<file path="config.mk">
export PLATFORM = sky130hd
export DESIGN_NAME = pe_mac_stream_flat
export DESIGN_NICKNAME = d
export VERILOG_FILES = /design/src/rtl/pe_pkg.sv /design/src/rtl/pe_mac_stream_if.sv /design/src/rtl/pe_mul.sv /design/src/rtl/pe_mac_stream.sv /design/src/flat_wrapper.sv
export SDC_FILE = /design/constraint.sdc
export NUM_CORES = 1
export LEC_CHECK = 0
export ABC_AREA = 1
export BUFFER_PORTS_ARGS = -buffer_cell sky130_fd_sc_hd__buf_2
export CORE_MARGIN = 5
export CORE_UTILIZATION = 45
export CTS_BUF_LIST = sky130_fd_sc_hd__clkbuf_8
export DETAILED_ROUTE_END_ITERATION = 16
export PLACE_DENSITY = 0.73
export SYNTH_ARGS = -nofsm -noshare
export SYNTH_HDL_FRONTEND = slang
export SYNTH_SLANG_ARGS = --single-unit
</file>
<file path="constraint.sdc">
create_clock -name clk -period 5.55 [get_ports clk]
set_input_delay 0.2775 -clock clk [delete_from_list [all_inputs] [get_ports clk]]
set_output_delay 0.2775 -clock clk [all_outputs]
set_load 0.02 [all_outputs]
</file>
<file path="src/rtl/pe_pkg.sv">
// Shared PE definitions: MAC stream FSM states and default datapath widths.
package pe_pkg;

  localparam int unsigned PE_DATA_WIDTH = 16;
  localparam int unsigned PE_ACC_WIDTH  = 40;
  localparam int unsigned PE_LEN_WIDTH  = 8;

  typedef enum logic [1:0] {
    ST_IDLE  = 2'd0,
    ST_RUN   = 2'd1,
    ST_DRAIN = 2'd2,
    ST_DONE  = 2'd3
  } pe_state_e;

endpackage

</file>
<file path="src/rtl/pe_mac_stream_if.sv">
// FIFO-pop and result handshake bundle between a PE MAC stream and its FIFOs/writeback.
interface pe_mac_stream_if
  import pe_pkg::*;
#(
  parameter int unsigned DATA_WIDTH = PE_DATA_WIDTH,
  parameter int unsigned ACC_WIDTH  = PE_ACC_WIDTH
);
  logic                  act_empty;
  logic                  act_rd_en;
  logic [DATA_WIDTH-1:0] act_dout;
  logic                  wgt_empty;
  logic                  wgt_rd_en;
  logic [DATA_WIDTH-1:0] wgt_dout;
  logic                  res_valid;
  logic                  res_ready;
  logic [ACC_WIDTH-1:0]  res_data;

  modport master (
    input  act_empty, act_dout, wgt_empty, wgt_dout, res_ready,
    output act_rd_en, wgt_rd_en, res_valid, res_data
  );

  modport slave (
    output act_empty, act_dout, wgt_empty, wgt_dout, res_ready,
    input  act_rd_en, wgt_rd_en, res_valid, res_data
  );
endinterface

</file>
<file path="src/rtl/pe_mul.sv">
// Combinational signed DATA_WIDTH x DATA_WIDTH multiplier, full-width product.
module pe_mul
  import pe_pkg::*;
#(
  parameter int unsigned DATA_WIDTH = PE_DATA_WIDTH
) (
  input  logic signed [DATA_WIDTH-1:0]   a,
  input  logic signed [DATA_WIDTH-1:0]   b,
  output logic signed [2*DATA_WIDTH-1:0] p
);
  assign p = a * b;
endmodule

</file>
<file path="src/rtl/pe_mac_stream.sv">
// Streaming dot-product MAC: pops activation/weight pairs, accumulates, returns result.
// Build option PE_MAC_RELU_EN clamps negative results to zero.
module pe_mac_stream
  import pe_pkg::*;
#(
  parameter int unsigned DATA_WIDTH = PE_DATA_WIDTH,
  parameter int unsigned ACC_WIDTH  = PE_ACC_WIDTH,
  parameter int unsigned LEN_WIDTH  = PE_LEN_WIDTH
) (
  input  logic                 clk,
  input  logic                 rst_n,
  input  logic                 start,
  input  logic [LEN_WIDTH-1:0] vec_len,
  output logic                 busy,
  pe_mac_stream_if.master      bus
);
  localparam int unsigned PROD_WIDTH = 2 * DATA_WIDTH;

  pe_state_e                    state, state_nxt;
  logic [LEN_WIDTH-1:0]         len_q, issued_q;
  logic                         rd_vld_q;
  logic                         pop;
  logic signed [PROD_WIDTH-1:0] prod;
  logic signed [ACC_WIDTH-1:0]  acc_q, acc_sum, acc_fin, res_nxt;

  pe_mul #(.DATA_WIDTH(DATA_WIDTH)) u_mul (
    .a (bus.act_dout),
    .b (bus.wgt_dout),
    .p (prod)
  );

  assign acc_sum = acc_q + ACC_WIDTH'(prod);
  assign acc_fin = rd_vld_q ? acc_sum : acc_q;

  // Result value committed on entry to DONE
  always_comb begin
    res_nxt = acc_fin;
`ifdef PE_MAC_RELU_EN
    if (acc_fin[ACC_WIDTH-1]) res_nxt = '0;
`endif
  end

  always_ff @(posedge clk or negedge rst_n) begin
    if (!rst_n) state <= ST_IDLE;
    else        state <= state_nxt;
  end

  // Next state; pops are issued in pairs only while both FIFOs hold data
  always_comb begin
    state_nxt = state;
    pop       = 1'b0;
    case (state)
      ST_IDLE: begin
        if (start) state_nxt = (vec_len == '0) ? ST_DONE : ST_RUN;
      end
      ST_RUN: begin
        pop = !bus.act_empty && !bus.wgt_empty && (issued_q < len_q);
        if (pop && (issued_q == len_q - LEN_WIDTH'(1))) state_nxt = ST_DRAIN;
      end
      ST_DRAIN: state_nxt = ST_DONE;
      ST_DONE: begin
        if (bus.res_ready) state_nxt = ST_IDLE;
      end
      default: state_nxt = ST_IDLE;
    endcase
  end

  assign bus.act_rd_en = pop;
  assign bus.wgt_rd_en = pop;

  // Datapath: issue counter, read-valid tracking, accumulator, result and status flops
  always_ff @(posedge clk or negedge rst_n) begin
    if (!rst_n) begin
      len_q         <= '0;
      issued_q      <= '0;
      rd_vld_q      <= 1'b0;
      acc_q         <= '0;
      busy          <= 1'b0;
      bus.res_valid <= 1'b0;
      bus.res_data  <= '0;
    end else begin
      rd_vld_q      <= pop;
      busy          <= (state_nxt != ST_IDLE);
      bus.res_valid <= (state_nxt == ST_DONE);
      if (state == ST_IDLE && start) begin
        len_q    <= vec_len;
        issued_q <= '0;
        acc_q    <= '0;
        if (vec_len == '0) bus.res_data <= '0;
      end else begin
        if (pop)      issued_q <= issued_q + LEN_WIDTH'(1);
        if (rd_vld_q) acc_q    <= acc_sum;
        if (state == ST_DRAIN) bus.res_data <= res_nxt;
      end
    end
  end
endmodule

</file>
<file path="src/flat_wrapper.sv">
// flat-port wrapper written by rule: the top's interface ports become plain ports
module pe_mac_stream_flat import pe_pkg::*;
#(
  parameter int unsigned DATA_WIDTH = PE_DATA_WIDTH,
  parameter int unsigned ACC_WIDTH  = PE_ACC_WIDTH,
  parameter int unsigned LEN_WIDTH  = PE_LEN_WIDTH
)
  (clk, rst_n, start, vec_len, busy, bus_act_empty, bus_act_dout, bus_wgt_empty, bus_wgt_dout, bus_res_ready, bus_act_rd_en, bus_wgt_rd_en, bus_res_valid, bus_res_data);
  pe_mac_stream_if #(.DATA_WIDTH(DATA_WIDTH), .ACC_WIDTH(ACC_WIDTH)) bus_i ();
  input  logic clk;
  input  logic rst_n;
  input  logic start;
  input  logic [LEN_WIDTH-1:0] vec_len;
  output logic busy;
  input wire logic [$bits(bus_i.act_empty)-1:0] bus_act_empty;
  input wire logic [$bits(bus_i.act_dout)-1:0] bus_act_dout;
  input wire logic [$bits(bus_i.wgt_empty)-1:0] bus_wgt_empty;
  input wire logic [$bits(bus_i.wgt_dout)-1:0] bus_wgt_dout;
  input wire logic [$bits(bus_i.res_ready)-1:0] bus_res_ready;
  output wire logic [$bits(bus_i.act_rd_en)-1:0] bus_act_rd_en;
  output wire logic [$bits(bus_i.wgt_rd_en)-1:0] bus_wgt_rd_en;
  output wire logic [$bits(bus_i.res_valid)-1:0] bus_res_valid;
  output wire logic [$bits(bus_i.res_data)-1:0] bus_res_data;
  assign bus_i.act_empty = bus_act_empty;
  assign bus_i.act_dout = bus_act_dout;
  assign bus_i.wgt_empty = bus_wgt_empty;
  assign bus_i.wgt_dout = bus_wgt_dout;
  assign bus_i.res_ready = bus_res_ready;
  assign bus_act_rd_en = bus_i.act_rd_en;
  assign bus_wgt_rd_en = bus_i.wgt_rd_en;
  assign bus_res_valid = bus_i.res_valid;
  assign bus_res_data = bus_i.res_data;
  pe_mac_stream #(.DATA_WIDTH(DATA_WIDTH), .ACC_WIDTH(ACC_WIDTH), .LEN_WIDTH(LEN_WIDTH)) u_core (.clk(clk), .rst_n(rst_n), .start(start), .vec_len(vec_len), .busy(busy), .bus(bus_i));
endmodule
</file>
==> metrics.md <==
| Metric | Value |
|---|---|
| Final core utilization | 51.34% |
| Max-Cap Viols | 0 |
| Ports | 90 |
| Clock sink total | 101 |
| GPL Wtd Cong | 0.9294 |
| Distinct cells, synth | 40 |
| Post-route ant nets | 0 |
| Dominant cells by area after synthesis | fa_1 36%, inv_1 15%, dfrtp_1 14%, nand2_1 13%, ha_1 8.5% |
| Final hold violation count | 0 |
| Final worst-path cycle share | 96.10% |
| Cell Count, Final, Fillers Out | 3140 |
| Global-route wire length before repair | 80830 um |
| Leading cell type in the layout, fill and taps excluded | inv_1 |
| Gr ovfl total | 0 |
| Detailed placement HPWL | 41950 um |
| Avg Inst Size Synth | 7.585 um2 |
| CTS tree | yes |
| Clock Path Buffers | 2 |
| Vias in the first global route | 16100 |
| Share of cells above drive strength 1 | 14.15% |
| Drc violations | 0 |
| 1st-iter DRT viols | 805 |
| FFs w/ async S/R, synth | 100.0% |
| Syn. warnings | 0 |
| Worst EP required | 5.85 ns |
| Worst-Skew Late Latency | 0.42 ns |
| Placed insts | 3121 |
| CP endpoint kind | register |
| Nets@finish | 3104 |
| Slew HR | 31.15% |
| Largest net degree at the start of global routing | 71 |
| Starting Density | 45.33% |
| Avg WL per Cell | 15.33 um |
| EDFF count, synth | 0 |
| First-pass DRT Iterations | 5 |
| Chip height | 212.4 um |
| Area leader, netlist | fa_1 |
| Tmin final | 5.333 ns |
| Setup slack, reg-to-reg | 0.58 ns |
| Top_reg_cell synth | dfrtp_1 |
| Cells after synthesis | 2429 |
| Vias | 15180 |
| Post-Route WL | 48140 um |
| Status | completed |
| Synthesized Nets | 2930 |
| Synthesized area | 0.01843 mm2 |
| Layout area overhead | 13.26% |
| Final Skew | 0.02157 ns |
| FMAX | 187.5 MHz |
| #FFs+latches synth | 101 |
| Core Region | 0.04065 mm2 |
| Total CTS buffers | 9 |
| Via-to-Cell Ratio | 4.833 |
| Final setup fails | 0 |
| Crit path launch type | input port |
| Worst Path Max Fanout | 6 |
| Root Buffer | clkbuf_8 |
| Worst-path clk slew | 0.11 ns |
| Total GRT Usage | 22.31% |
| Commonest non-fill, non-tap cells in the layout | 716 x inv_1, 611 x nand2_1, 325 x fa_1 |
| Die W | 212.4 um |
| Ant. Diodes | 0 |
| Worst min path class | in -> reg |
| Final Max Slew Viols | 0 |
| Worst Path Arrival | 5.64 ns |
| # rows | 74 |
| H-Tree Depth | 3 |
| Antenna violations before repair | 0 |
| Critical path class | in -> reg |
| Worst slew pin tran | 1.033 ns |
| Synth top area share | 35.85% |
| Seq/Total Area, Yosys | 13.72% |
| Die Area | 0.04509 mm2 |
| PortBufs | 89 |
[kinds of logic after synthesis]
| kind of cell | Yosys count | synth area share [%] |
|---|---|---|
| AO/OA/AOI/OAI | 119 | 3.721 |
| XOR/XNOR | 20 | 0.9507 |
| adder cells (fa/ha/maj) | 455 | 44.34 |
| buffers and inverters | 808 | 16.72 |
| flip-flops | 101 | 13.72 |
| AND/OR/NAND/NOR | 926 | 20.55 |
[flip-flops by register name (all words and copies together) (netlist names)]
register / count
u_core.rd_vld_q: 1
u_core.state: 2
u_core.len_q: 8
u_core.acc_q: 40
u_core.issued_q: 8
u_core.bus.res_valid: 1
u_core.busy: 1
u_core.bus.res_data: 40
[through the flow]
stage / setup slack [ns] / area (um2) / setup TNS (ns) / hold slack [ns]
after floorplan: 0.008807 / 18440 / 0 / -0.01809
after global placement: -0.3438 / 20400 / -9.351 / 0.4049
after global routing: -0.01550 / 20870 / -0.02925 / 0.09359
final: 0.2166 / 20870 / 0 / 0.1003
after CTS: 0.05751 / 20610 / 0 / 0.08098
after detailed placement: -0.3946 / 20400 / -11.48 / 0.4119
[critical path: stages]
cell and delay, ns:
buf_2 0.17, buf_4 0.16, nand2_1 0.06, inv_1 0.06, fa_1 0.51, fa_1 0.51
inv_1 0.06, fa_1 0.49, inv_1 0.06, fa_1 0.52, fa_1 0.51, inv_1 0.05
fa_1 0.48, inv_1 0.05, ha_2 0.39, nand2_1 0.11, nor2_1 0.20, nand2_1 0.10
nor2_1 0.23, nand3_1 0.15, nand4_1 0.12, nand3_1 0.17, nand2_1 0.14, inv_1 0.05
[cell usage after synthesis (10+ instances only)]
cell / count
ha_1: 125
a21oi_1: 44
nand3_1: 98
clkbuf_1: 69
nand4_1: 18
inv_1: 719
nand2_1: 623
fa_1: 330
nand2_2: 10
o21ai_0: 38
dfrtp_1: 101
nor3_1: 14
xor2_1: 11
nor2_1: 138
[final cells by class]
cell class	count	area, um2
clock buffers	9	123.9
clock inverters	7	77.57
fillers	3833	19780
inverters	723	2719
multi-input cells	1520	13020
flip-flops and latches	101	2529
well taps	532	665.6
repair buffers	248	1737
[timing repair]
item | in CTS | in global routing
hold buffers | 1 | 0
setup buffers | 0 | 2
resized for setup | 0 | 78
hold endpoints to repair | 55 | 0
setup endpoints to repair | 0 | 45
[routing by layer]
metal / track usage [%] / wire length (um)
met1: 30.42 / 21130
met2: 38.14 / 23660
met3: 2.641 / 2082
met4: 5.959 / 1257
met5: 0 / 0
[final timing paths]
check,depth (start not counted),start,end
max,24,bus_act_dout[14],u_core.acc_q[36]
min,3,vec_len[2],u_core.len_q[2]
max reg2reg,20,u_core.acc_q[15],u_core.bus.res_data[17]
min reg2reg,2,u_core.bus.res_data[3],u_core.bus.res_data[3]
max in group asynchronous,3,rst_n,u_core.bus.res_data[37]
min in group asynchronous,2,rst_n,u_core.bus.res_data[38]
Power is not shown: default switching activity piles up to over one toggle a cycle in this logic, so the estimate is an artifact.
